--- config.mk ---
export PLATFORM = sky130hd
export DESIGN_NAME = fifo_stream_reader_flat
export DESIGN_NICKNAME = d
export VERILOG_FILES = /design/src/rtl/fifo_stream_reader_if.sv /design/src/rtl/fifo_stream_reader.sv /design/src/flat_wrapper.sv
export SDC_FILE = /design/constraint.sdc
export NUM_CORES = 1
export LEC_CHECK = 0
export CORE_ASPECT_RATIO = 1.5
export CORE_MARGIN = 4
export CORE_UTILIZATION = 51
export CTS_CLUSTER_DIAMETER = 150
export DETAILED_ROUTE_END_ITERATION = 10
export PLACE_DENSITY = 0.8
export SETUP_SLACK_MARGIN = 0.15
export SLEW_MARGIN = 20
export SYNTH_ARGS = -nofsm -noshare
export SYNTH_HDL_FRONTEND = slang
export SYNTH_SLANG_ARGS = --single-unit
--- constraint.sdc ---
create_clock -name clk -period 2.9 [get_ports clk]
set_input_delay 0.435 -clock clk [delete_from_list [all_inputs] [get_ports clk]]
set_output_delay 0.435 -clock clk [all_outputs]
set_load 0.01 [all_outputs]
--- src/rtl/fifo_stream_reader_if.sv ---
// Downstream valid/ready stream carrying FIFO words
// with a burst-boundary marker.
interface fifo_stream_reader_if #(
  parameter int FIFO_WIDTH = 8
);
  logic [FIFO_WIDTH-1:0] m_data;
  logic                  m_valid;
  logic                  m_last;
  logic                  m_ready;

  modport master (
    output m_data,
    output m_valid,
    output m_last,
    input  m_ready
  );

  modport slave (
    input  m_data,
    input  m_valid,
    input  m_last,
    output m_ready
  );
endinterface

--- src/rtl/fifo_stream_reader.sv ---
// Read engine for fifo_single_clk: 2-entry skid hides read latency.
// Optional FIFO_RD_WORDCNT_EN adds a 32-bit delivered-word counter.
module fifo_stream_reader #(
  parameter int FIFO_WIDTH = 8,
  parameter int BURST_LEN  = 4,
  parameter int BEAT_BITS  = $clog2(BURST_LEN) + 1
) (
  input  logic                  clk,
  input  logic                  rst,
  input  logic [FIFO_WIDTH-1:0] buf_out,
  input  logic                  buf_empty,
  output logic                  rd_en,
  fifo_stream_reader_if.master  m
`ifdef FIFO_RD_WORDCNT_EN
  ,
  output logic [31:0]           word_count
`endif
);

  logic [1:0]            occ, occ_n;
  logic                  inflight;
  logic [FIFO_WIDTH-1:0] head, head_n;
  logic [FIFO_WIDTH-1:0] tail, tail_n;
  logic [BEAT_BITS-1:0]  beat, beat_n;
  logic                  pop;
  logic                  last_beat;
  logic [2:0]            level;

  assign pop       = m.m_valid & m.m_ready;
  assign last_beat = (beat == BEAT_BITS'(BURST_LEN - 1));

  // Words held or owed after this cycle's pop; m_ready feeds rd_en.
  assign level = {1'b0, occ} + {2'b00, inflight}
               - {2'b00, pop};
  assign rd_en = !rst & !buf_empty & (level < 3'd2);

  assign m.m_valid = (occ != 2'd0);
  assign m.m_data  = head;
  assign m.m_last  = m.m_valid & last_beat;

  always_comb begin
    occ_n  = occ;
    head_n = head;
    tail_n = tail;
    beat_n = beat;
    unique case ({pop, inflight})
      2'b11: begin
        if (occ == 2'd1) begin
          head_n = buf_out;
        end else begin
          head_n = tail;
          tail_n = buf_out;
        end
      end
      2'b10: begin
        head_n = tail;
        occ_n  = occ - 2'd1;
      end
      2'b01: begin
        if (occ == 2'd0) head_n = buf_out;
        else             tail_n = buf_out;
        occ_n = occ + 2'd1;
      end
      default: ;
    endcase
    if (pop) begin
      beat_n = last_beat ? '0
             : beat + BEAT_BITS'(1);
    end
  end

  always_ff @(posedge clk or posedge rst) begin
    if (rst) begin
      occ      <= '0;
      inflight <= 1'b0;
      head     <= '0;
      tail     <= '0;
      beat     <= '0;
    end else begin
      occ      <= occ_n;
      inflight <= rd_en;
      head     <= head_n;
      tail     <= tail_n;
      beat     <= beat_n;
    end
  end

`ifdef FIFO_RD_WORDCNT_EN
  always_ff @(posedge clk or posedge rst) begin
    if (rst)      word_count <= '0;
    else if (pop) word_count <= word_count + 32'd1;
  end
`endif

endmodule

--- src/flat_wrapper.sv ---
// flat-port wrapper written by rule: the top's interface ports become plain ports
module fifo_stream_reader_flat 
#(
  parameter int FIFO_WIDTH = 8,
  parameter int BURST_LEN  = 4,
  parameter int BEAT_BITS  = $clog2(BURST_LEN) + 1
)
  (clk, rst, buf_out, buf_empty, rd_en, m_m_data, m_m_valid, m_m_last, m_m_ready);
  fifo_stream_reader_if #(.FIFO_WIDTH(FIFO_WIDTH)) m_i ();
  input  logic clk;
  input  logic rst;
  input  logic [FIFO_WIDTH-1:0] buf_out;
  input  logic buf_empty;
  output logic rd_en;
  output wire logic [$bits(m_i.m_data)-1:0] m_m_data;
  output wire logic [$bits(m_i.m_valid)-1:0] m_m_valid;
  output wire logic [$bits(m_i.m_last)-1:0] m_m_last;
  input wire logic [$bits(m_i.m_ready)-1:0] m_m_ready;
  assign m_m_data = m_i.m_data;
  assign m_m_valid = m_i.m_valid;
  assign m_m_last = m_i.m_last;
  assign m_i.m_ready = m_m_ready;
  fifo_stream_reader #(.FIFO_WIDTH(FIFO_WIDTH), .BURST_LEN(BURST_LEN), .BEAT_BITS(BEAT_BITS)) u_core (.clk(clk), .rst(rst), .buf_out(buf_out), .buf_empty(buf_empty), .rd_en(rd_en), .m(m_i));
endmodule
==> impl_metrics.json <==
{
  "criticalPathCategory": "reg2out",
  "wl_mm": 2.404,
  "leakagePower_uw": 0.0006892,
  "slew_viol_final": 0,
  "worst_setup_path_start_kind": "register",
  "cts-root-buf": "clkbuf_4",
  "cts_buffer_depth": 2,
  "ant_nets": 0,
  "synthMuxAreaShare": 0.1096,
  "drtIter0Drc": 28,
  "route.vias.total": 931,
  "cp.required_ns": 2.47,
  "insertion_delay_ns": 0.30,
  "cpPeakStageDelay_ns": 0.51,
  "synth_cell_types": 27,
  "die-area_um2": 3258,
  "finish.instance_area_um2": 1569,
  "numCtsBuffers": 3,
  "critPathMostFrequentCell": "nand2b_4",
  "yosysWarnings": 0,
  "whs_path_depth": 1,
  "cts.sinks": 22,
  "setup_violations": 0,
  "synth_edf_count": 0,
  "crit_fanout": 2,
  "worst_pin_slew_ns": 0.8423,
  "grt_max_degree": 23,
  "routabilityCongestion": 0.7740,
  "hold_ws_ns": 0.5260,
  "peakVddDrop_mv": 0.7117,
  "ctsHoldBuffers": 0,
  "layout-drive-gt1-share": 0.2971,
  "r2r_cells": 8,
  "slew_headroom": 0.4379,
  "fin_crit_ns": 2.744,
  "max-cap-violations": 0,
  "synth_area_leader_cell": "dfrtp_1",
  "final_common_cell": "dfrtp_1",
  "dp.final_hpwl_mm": 1.744,
  "portBuffers": 22,
  "hold_path_class": "reg2reg",
  "syn_area_per_cell_um2": 11.10,
  "num_rows": 21,
  "rsz0062_at_grt": "yes",
  "dp.cells": 156,
  "post_drt_wl_per_cell_um": 14.93,
  "place_area_um2": 1493,
  "grt_overflow": 0,
  "finalSetupTns_ns": 0,
  "diodes": 0,
  "finalHoldViolCount": 0,
  "end_kind": "primary output",
  "fin_crit_sh": 0.9461,
  "synth-seq-area-share": 0.4508,
  "grt_usage": 0.1626,
  "synth_top_family_by_area": "compound AO/OA/AOI/OAI gates",
  "syn_nets": 126,
  "stdcell_count": 161,
  "power_density_nw_per_um2": 1062,
  "cp.arrival_ns": 2.31,
  "viasPerCell": 5.783,
  "path_clk_slew_ns": 0.12,
  "grt_pass1_wl_mm": 3.912,
  "first_pass_iters": 4,
  "drc": 0,
  "synthXorXnorAreaFrac": 0.02152,
  "antenna_found_initial": 0,
  "ios": 23,
  "synth_seq_cells": 22,
  "synth_adder_area_share": 0.04713,
  "grt_pass1_vias": 890,
  "die_h_um": 67.93,
  "die_x_um": 47.96,
  "status": "complete, no violations",
  "area.growth.synth_to_final_pct": 28.48,
  "synth_area_um2": 1221,
  "async_flop_share": 1.000,
  "fin_nets": 155,
  "synth_ff_type": "dfrtp_1",
  "synthSimpleGateAreaFrac": 0.07377,
  "synthTopCellsByArea": "dfrtp_1, mux2_2, a221oi_2",
  "fmax_mhz": 364.5,
  "synth_cells": 110,
  "synth-compound-area-share": 0.2244,
  "postLayoutCoreUtil": 0.6944,
  "htreeDepth": 1,
  "core_area_um2": 2260,
  "start_util": 0.5404,
  "yosysTopAreaCellShare": 0.4508,
  "final_cell_mix": "dfrtp_1, clkdlybuf4s50_1, mux2_2",
  "cp_cell_sequence": "inv_2, ha_4, nand2b_4, xnor2_2, nand2b_4, fa_2, nor4b_2, buf_2",
  "fin_skew_ns": 0.002357,
  "cts_tree": "yes",
  "crit_slowest_cell": "fa_2"
}
state kept, by name, indices dropped and copies added (netlist names):
register         count
u_core.tail          8
u_core.occ           2
u_core.inflight      1
u_core.beat          3
u_core.m.m_data      8
metal layers:
layer,vias up,wire [µm],global-route usage
li1,444,-,-
met1,465,963,0.2183
met2,20,1321,0.2732
met3,2,100,0.01579
met4,0,19,0.04040
met5,-,0,0
where the power goes:
part	internal, µW	leakage, µW	switching, µW	total, µW
clock network	76.5	0.0000210	92.2	169
registers	459	0.000256	81.3	540
logic	539	0.000412	418	957
total	1070	0.000689	592	1670
logic make-up (layout without fill, tap and decap cells):
kind of cell,count (synthesis),after routing
compound gates,32,32
xor+xnor,3,3
fa+ha+maj,4,4
buf+inv,19,47
flops,22,22
mux,12,12
simple gates,18,18
path summary, 6_finish.rpt:
| kind | slack, ns | endpoint | from |
|---|---|---|---|
| worst min-delay path | 0.53 | u_core.beat[1]$_DFFE_PP0P_ | u_core.beat[1]$_DFFE_PP0P_ |
| worst max register to register | 0.88 | u_core.inflight$_DFF_PP0_ | u_core.occ[0]$_DFFE_PP0N_ |
| max in group asynchronous | 1.73 | u_core.m.m_data[4]$_DFFE_PP0P_ | rst |
| min in group asynchronous | 0.66 | u_core.inflight$_DFF_PP0_ | rst |
| worst min register to register | 0.53 | u_core.beat[1]$_DFFE_PP0P_ | u_core.beat[1]$_DFFE_PP0P_ |
| worst max-delay path | 0.16 | rd_en | u_core.occ[0]$_DFFE_PP0N_ |
per-stage QoR:
stage / total power [µW] / setup slack, ns
after floorplan: 1141 / 0.2857
after global placement: 1411 / -0.1635
after detailed placement: 1452 / -0.2699
after CTS: 1635 / 0.04563
after global routing: 1808 / 0.04756
final: 1666 / 0.1562
synth_stat cells, types with 3 or more instances:
| cell type | instances |
|---|---|
| dfrtp_1 | 22 |
| inv_1 | 11 |
| mux2_2 | 11 |
| o21ai_0 | 10 |
| a211o_1 | 8 |
| nor2_1 | 7 |
| a221oi_2 | 6 |
| buf_2 | 5 |
| a21oi_1 | 4 |
| ha_1 | 3 |
| nand2_1 | 3 |
layout make-up:
class	count	area, µm²
clock buffers	4	36.28
fillers	164	690.7
inverters	12	45.04
multi-input cells	69	625.6
flip-flops and latches	22	550.5
well taps	23	28.78
repair buffers	31	282.8
timing repair:
| item | 4_1_cts | 5_1_grt |
|---|---|---|
| resized for setup | 8 | 4 |
| pin swaps | 1 | 1 |
| setup buffers | 0 | 1 |
| setup endpoints to repair | 1 | 1 |
| hold endpoints to repair | 0 | 0 |
critical path, delay by kind of cell, from the launching register on:
| kind | cells | cell delay [ns] |
|---|---|---|
| xor gates and xnor gates | 1 | 0.14 |
| DFF | 1 | 0.40 |
| and+or+nand+nor | 3 | 0.53 |
| buffers and inverters | 2 | 0.27 |
| adders and majority gates | 2 | 0.67 |
(Power assumes the default switching activity.)
